[src/rtl/controlador_banco.sv]
// rtl/controlador_banco.sv - command sequencer for the 4-entry register bank (optional flags: STATUS_FLAGS_EN)
module controlador_banco #(
  parameter int Size = 8
) (
  input  logic            clk,
  input  logic            clr,
  input  logic            cmd_valid,
  output logic            cmd_ready,
  input  logic [2:0]      cmd_op,
  input  logic [1:0]      cmd_dst,
  input  logic [1:0]      cmd_src1,
  input  logic [1:0]      cmd_src2,
  input  logic [Size-1:0] cmd_imm,
  output logic            done,
  output logic [Size-1:0] result,
  output logic            flag_z,
  output logic            flag_c,
  output logic            we,
  output logic [1:0]      a1,
  output logic [1:0]      a2,
  output logic [Size-1:0] wd,
  input  logic [Size-1:0] rd1,
  input  logic [Size-1:0] rd2
);

  localparam logic [2:0] OP_NOP  = 3'b000;
  localparam logic [2:0] OP_LOAD = 3'b001;
  localparam logic [2:0] OP_MOV  = 3'b010;
  localparam logic [2:0] OP_ADD  = 3'b011;
  localparam logic [2:0] OP_SUB  = 3'b100;
  localparam logic [2:0] OP_AND  = 3'b101;
  localparam logic [2:0] OP_OR   = 3'b110;
  localparam logic [2:0] OP_XOR  = 3'b111;

  typedef enum logic [1:0] {IDLE, READ, WRITE} state_t;

  state_t          state;
  logic [2:0]      op_q;
  logic [1:0]      dst_q, src1_q, src2_q;
  logic [Size-1:0] imm_q, op1_q, op2_q;
  logic [Size-1:0] value;
  logic            fire;
  logic            writing;

  assign fire    = cmd_valid & cmd_ready;
  assign writing = (op_q != OP_NOP);

  // Value to be written in WRITE, from the latched command and captured operands
  always_comb begin
    value = '0;
    case (op_q)
      OP_LOAD: value = imm_q;
      OP_MOV:  value = op1_q;
      OP_ADD:  value = op1_q + op2_q;
      OP_SUB:  value = op1_q - op2_q;
      OP_AND:  value = op1_q & op2_q;
      OP_OR:   value = op1_q | op2_q;
      OP_XOR:  value = op1_q ^ op2_q;
      default: value = '0;
    endcase
  end

  // Bank-side outputs decoded from state; everything is forced quiet while clr is high
  always_comb begin
    cmd_ready = 1'b0;
    we        = 1'b0;
    done      = 1'b0;
    a1        = 2'd0;
    a2        = 2'd0;
    wd        = '0;
    if (!clr) begin
      case (state)
        IDLE: cmd_ready = 1'b1;
        READ: begin
          a1 = src1_q;
          a2 = src2_q;
        end
        WRITE: begin
          a1   = dst_q;
          wd   = value;
          we   = writing;
          done = 1'b1;
        end
        default: ;
      endcase
    end
  end

  // Sequencer: latch on handshake, capture operands in READ, commit result in WRITE
  always_ff @(posedge clk) begin
    if (clr) begin
      state  <= IDLE;
      result <= '0;
    end else begin
      case (state)
        IDLE: begin
          if (fire) begin
            op_q   <= cmd_op;
            dst_q  <= cmd_dst;
            src1_q <= cmd_src1;
            src2_q <= cmd_src2;
            imm_q  <= cmd_imm;
            state  <= (cmd_op == OP_LOAD || cmd_op == OP_NOP) ? WRITE : READ;
          end
        end
        READ: begin
          op1_q <= rd1;
          op2_q <= rd2;
          state <= WRITE;
        end
        WRITE: begin
          if (writing) result <= value;
          state <= IDLE;
        end
        default: state <= IDLE;
      endcase
    end
  end

`ifdef STATUS_FLAGS_EN
  logic carry;

  // Carry-out of ADD, borrow of SUB (op1 < op2 unsigned); other ops clear it
  always_comb begin
    carry = 1'b0;
    if (op_q == OP_ADD)      carry = ({1'b0, op1_q} + {1'b0, op2_q}) > {1'b0, {Size{1'b1}}};
    else if (op_q == OP_SUB) carry = (op1_q < op2_q);
  end

  // Flags follow the committed write; NOP leaves them alone
  always_ff @(posedge clk) begin
    if (clr) begin
      flag_z <= 1'b0;
      flag_c <= 1'b0;
    end else if (state == WRITE && writing) begin
      flag_z <= (value == '0);
      flag_c <= carry;
    end
  end
`else
  assign flag_z = 1'b0;
  assign flag_c = 1'b0;
`endif

endmodule
[config.mk]
export PLATFORM = sky130hd
export DESIGN_NAME = controlador_banco
export DESIGN_NICKNAME = d
export VERILOG_FILES = /design/src/rtl/controlador_banco.sv
export SDC_FILE = /design/constraint.sdc
export NUM_CORES = 1
export LEC_CHECK = 0
export CAP_MARGIN = 25
export CORE_ASPECT_RATIO = 0.7
export CORE_UTILIZATION = 40
export DETAILED_ROUTE_END_ITERATION = 6
export PLACE_DENSITY = 0.76
export SLEW_MARGIN = 20
export SYNTH_ARGS = -nofsm -noshare
export SYNTH_HDL_FRONTEND = slang
export SYNTH_SLANG_ARGS = --single-unit
[constraint.sdc]
create_clock -name clk -period 3.1 [get_ports clk]
set_clock_uncertainty 0.2 [all_clocks]
set_input_delay 0.62 -clock clk [delete_from_list [all_inputs] [get_ports clk]]
set_output_delay 0.62 -clock clk [all_outputs]
set_load 0.01 [all_outputs]
==> out/results.ini <==
[synthesis]
ys_seq_area_frac=0.4551
synth_edf_count=33
synthCells=239
synth.area.top_cells=edfxtp_1 38%, ha_1 13%, dfxtp_1 7.6%, xnor2_1 3.3%, inv_1 3.2%
synth_top_area_cell=edfxtp_1
synth-seq-cells=43
async_flop_share=0
ys.flop_type=edfxtp_1
synth_area_mm2=0.002618
synth_common_cells=33 x edfxtp_1, 27 x ha_1, 22 x inv_1, 17 x nand2_1
synth_top_area_frac=0.3786
yosysMostFrequentCell=edfxtp_1
ys.warnings.count=0
yosysUniqueCellTypes=51
syn_avg_cell_area_um2=10.95

[cts]
ctsHoldBuffers=0
clk_latency_ns=0.30
clkTransAtPathRegs_ns=0.08
cts_tree=yes
cts_buffers=5
cts.root.buffer_cell=clkbuf_8
cts_max_path_buffers=2
cts_sinks=43
htreeDepth=2

[placement]
hpwl_mm=4.708
gp_congestion=0.9185
io_buffers=58
dp_cells=406

[timing]
setup_viol=8
slew_violations=0
fin_ws_ns=-0.4804
grt_setup_unrepaired=yes
hold_viol_final=0
fin_crit_ns=3.580
fin_crit_sh=1.155
fmax_ghz=0.2793

[worst_setup_path]
path_cells=buf_6 > nor3b_4 > nor2_1 > xnor2_1 > ha_2 > nand3b_1 > a211oi_2 > nor2_1 > xnor2_1 > o22ai_1 > buf_2
critPathKind=reg2out
critPathRequiredTime_ns=2.28
cp-end-kind=output port
path_max_fanout=5
slowest_delay_ns=0.41
cp.arrival_ns=2.76
slowest_stage=edfxtp_1
cp-start-kind=flop

[drt]
firstDrtPassIters=4
drc=0
wirelength_mm=7.066
vias=2286
viasPerCell=5.195
routedWlPerCell_um=16.06
drtIter0Drc=168
ant_nets=0

[global_routing]
grt_overflow=0
antenna_found_initial=0
grt_first_pass_wirelength_mm=11.10
grt_max_degree=18
grt_pass1_vias=2220
track_usage=0.2145

[pwr]
ir_drop_mv=0.2277
switching_power_mw=0.3926
clockPowerShare=0.244
internal_power_mw=1.041
p_per_area_mw_per_mm2=362.6
power_frac_seq=0.465
p_comb_frac=0.290
p_sw_frac=0.2738
p_leak_nw=1.662

[floorplan]
num_io_pins=61
core-area_mm2=0.006276
die_x_um=98.69
die_area_mm2=0.006876
initial_utilization=0.4171
std_cell_rows=24
die_h_um=69.68

[final_layout]
fin_nets=426
syn2layout_area_growth_pct=51.05
final_cells=440
drive_gt1_frac=0.3232
fillers=506
antenna_cells=0
utilization=0.6300

[job]
drv_cap=0

[worst_hold_path]
min_path_type=reg2reg

[status]
status=finished, violations left
failed_checks=negative setup slack

## power groups by stage
| stage | Sequential [mW] | Combinational, mW | Clock (mW) |
|---|---|---|---|
| after floorplan | 0.682 | 0.153 | 0 |
| after global placement | 0.678 | 0.290 | 0 |
| after detailed placement | 0.679 | 0.297 | 0 |
| after CTS | 0.666 | 0.361 | 0.360 |
| after global routing | 0.670 | 0.447 | 0.387 |
| final | 0.667 | 0.416 | 0.350 |
## routing by layer
layer	global-route usage	routed length, um	vias to the layer above
li1	-	-	1104
met1	0.2853	3215	1073
met3	0.04839	453	23
met5	0	0	-
met2	0.3365	3205	86
met4	0.09287	193	0
## registers in the layout, indices dropped and copies added, names as in the netlist
register and cells:
result 8, op2_q 8, op1_q 8, imm_q 8, dst_q 2, state 2, src2_q 2, op_q 3
src1_q 2
## what timing repair did
item	in CTS	in global routing
gates cloned	0	0
setup endpoints to repair	9	9
resized for setup	54	16
setup buffers	18	9
pin swaps	29	16
## final cells by class
| type | count | area [um2] | area share |
|---|---|---|---|
| tap | 78 | 97.59 | 0.02468 |
| timing repair buffer | 124 | 1076 | 0.2722 |
| clock inverter | 2 | 13.76 | 0.003481 |
| inverter | 22 | 82.58 | 0.02089 |
| clock buffer | 5 | 68.82 | 0.01741 |
| multi-input combinational | 166 | 1424 | 0.3601 |
| sequential | 43 | 1191 | 0.3013 |
## critical path: cells and delay by family, from the launching register on
family | cells | cell delay (ns)
and+or+nand+nor | 4 | 0.59
adders and majority gates | 1 | 0.40
AOI/OAI and AO/OA | 2 | 0.40
buffers and inverters | 2 | 0.32
DFF | 1 | 0.41
xor gates and xnor gates | 2 | 0.34
## per-stage QoR
step | hold slack (ns) | setup slack (ns) | power, mW | setup TNS [ns] | instance area (um2)
floorplan | 0.2732 | 0.04197 | 0.8343 | 0 | 2624
global placement | 0.2326 | -0.3343 | 0.9679 | -1.782 | 3525
detailed placement | 0.2394 | -0.4087 | 0.9764 | -2.134 | 3525
CTS | 0.2569 | -0.3204 | 1.387 | -1.820 | 3809
global route | 0.2643 | -0.5847 | 1.504 | -3.463 | 3954
finish | 0.2542 | -0.4804 | 1.434 | -2.517 | 3954
## final timing paths
check / start / endpoint / slack, ns / depth (start not counted)
max: op_q[1]$_DFFE_PP_ / wd[7] / -0.48 / 11
min reg2reg: result[3]$_SDFFE_PP0P_ / result[3]$_SDFFE_PP0P_ / 0.25 / 1
max reg2reg: op_q[1]$_DFFE_PP_ / result[7]$_SDFFE_PP0P_ / -0.02 / 15
min: result[3]$_SDFFE_PP0P_ / result[3]$_SDFFE_PP0P_ / 0.25 / 1
## logic make-up after synthesis
family | after synthesis | share of synthesized area
AOI/OAI and AO/OA | 63 | 0.1726
and+or+nand+nor | 55 | 0.1114
DFF | 43 | 0.4551
buffers and inverters | 31 | 0.05832
adders and majority gates | 28 | 0.1367
xor gates and xnor gates | 12 | 0.04015
muxes | 6 | 0.02438
other | 1 | 0.001433
## layout by cell type (no fill, tap or decap), types with 7 or more instances in the layout
| cell | synthesis | routed |
|---|---|---|
| inv_1 | 22 | 22 |
| a21oi_1 | 12 | 7 |
| buf_4 | 5 | 58 |
| nand2_1 | 17 | 12 |
| nor2_1 | 12 | 11 |
| xnor2_1 | 10 | 9 |
| clkdlybuf4s50_1 | 0 | 50 |
| ha_1 | 27 | 23 |
| buf_6 | 2 | 9 |
| dfxtp_1 | 10 | 10 |
| edfxtp_1 | 33 | 33 |
No activity file was read; power rests on OpenSTA's default activity.
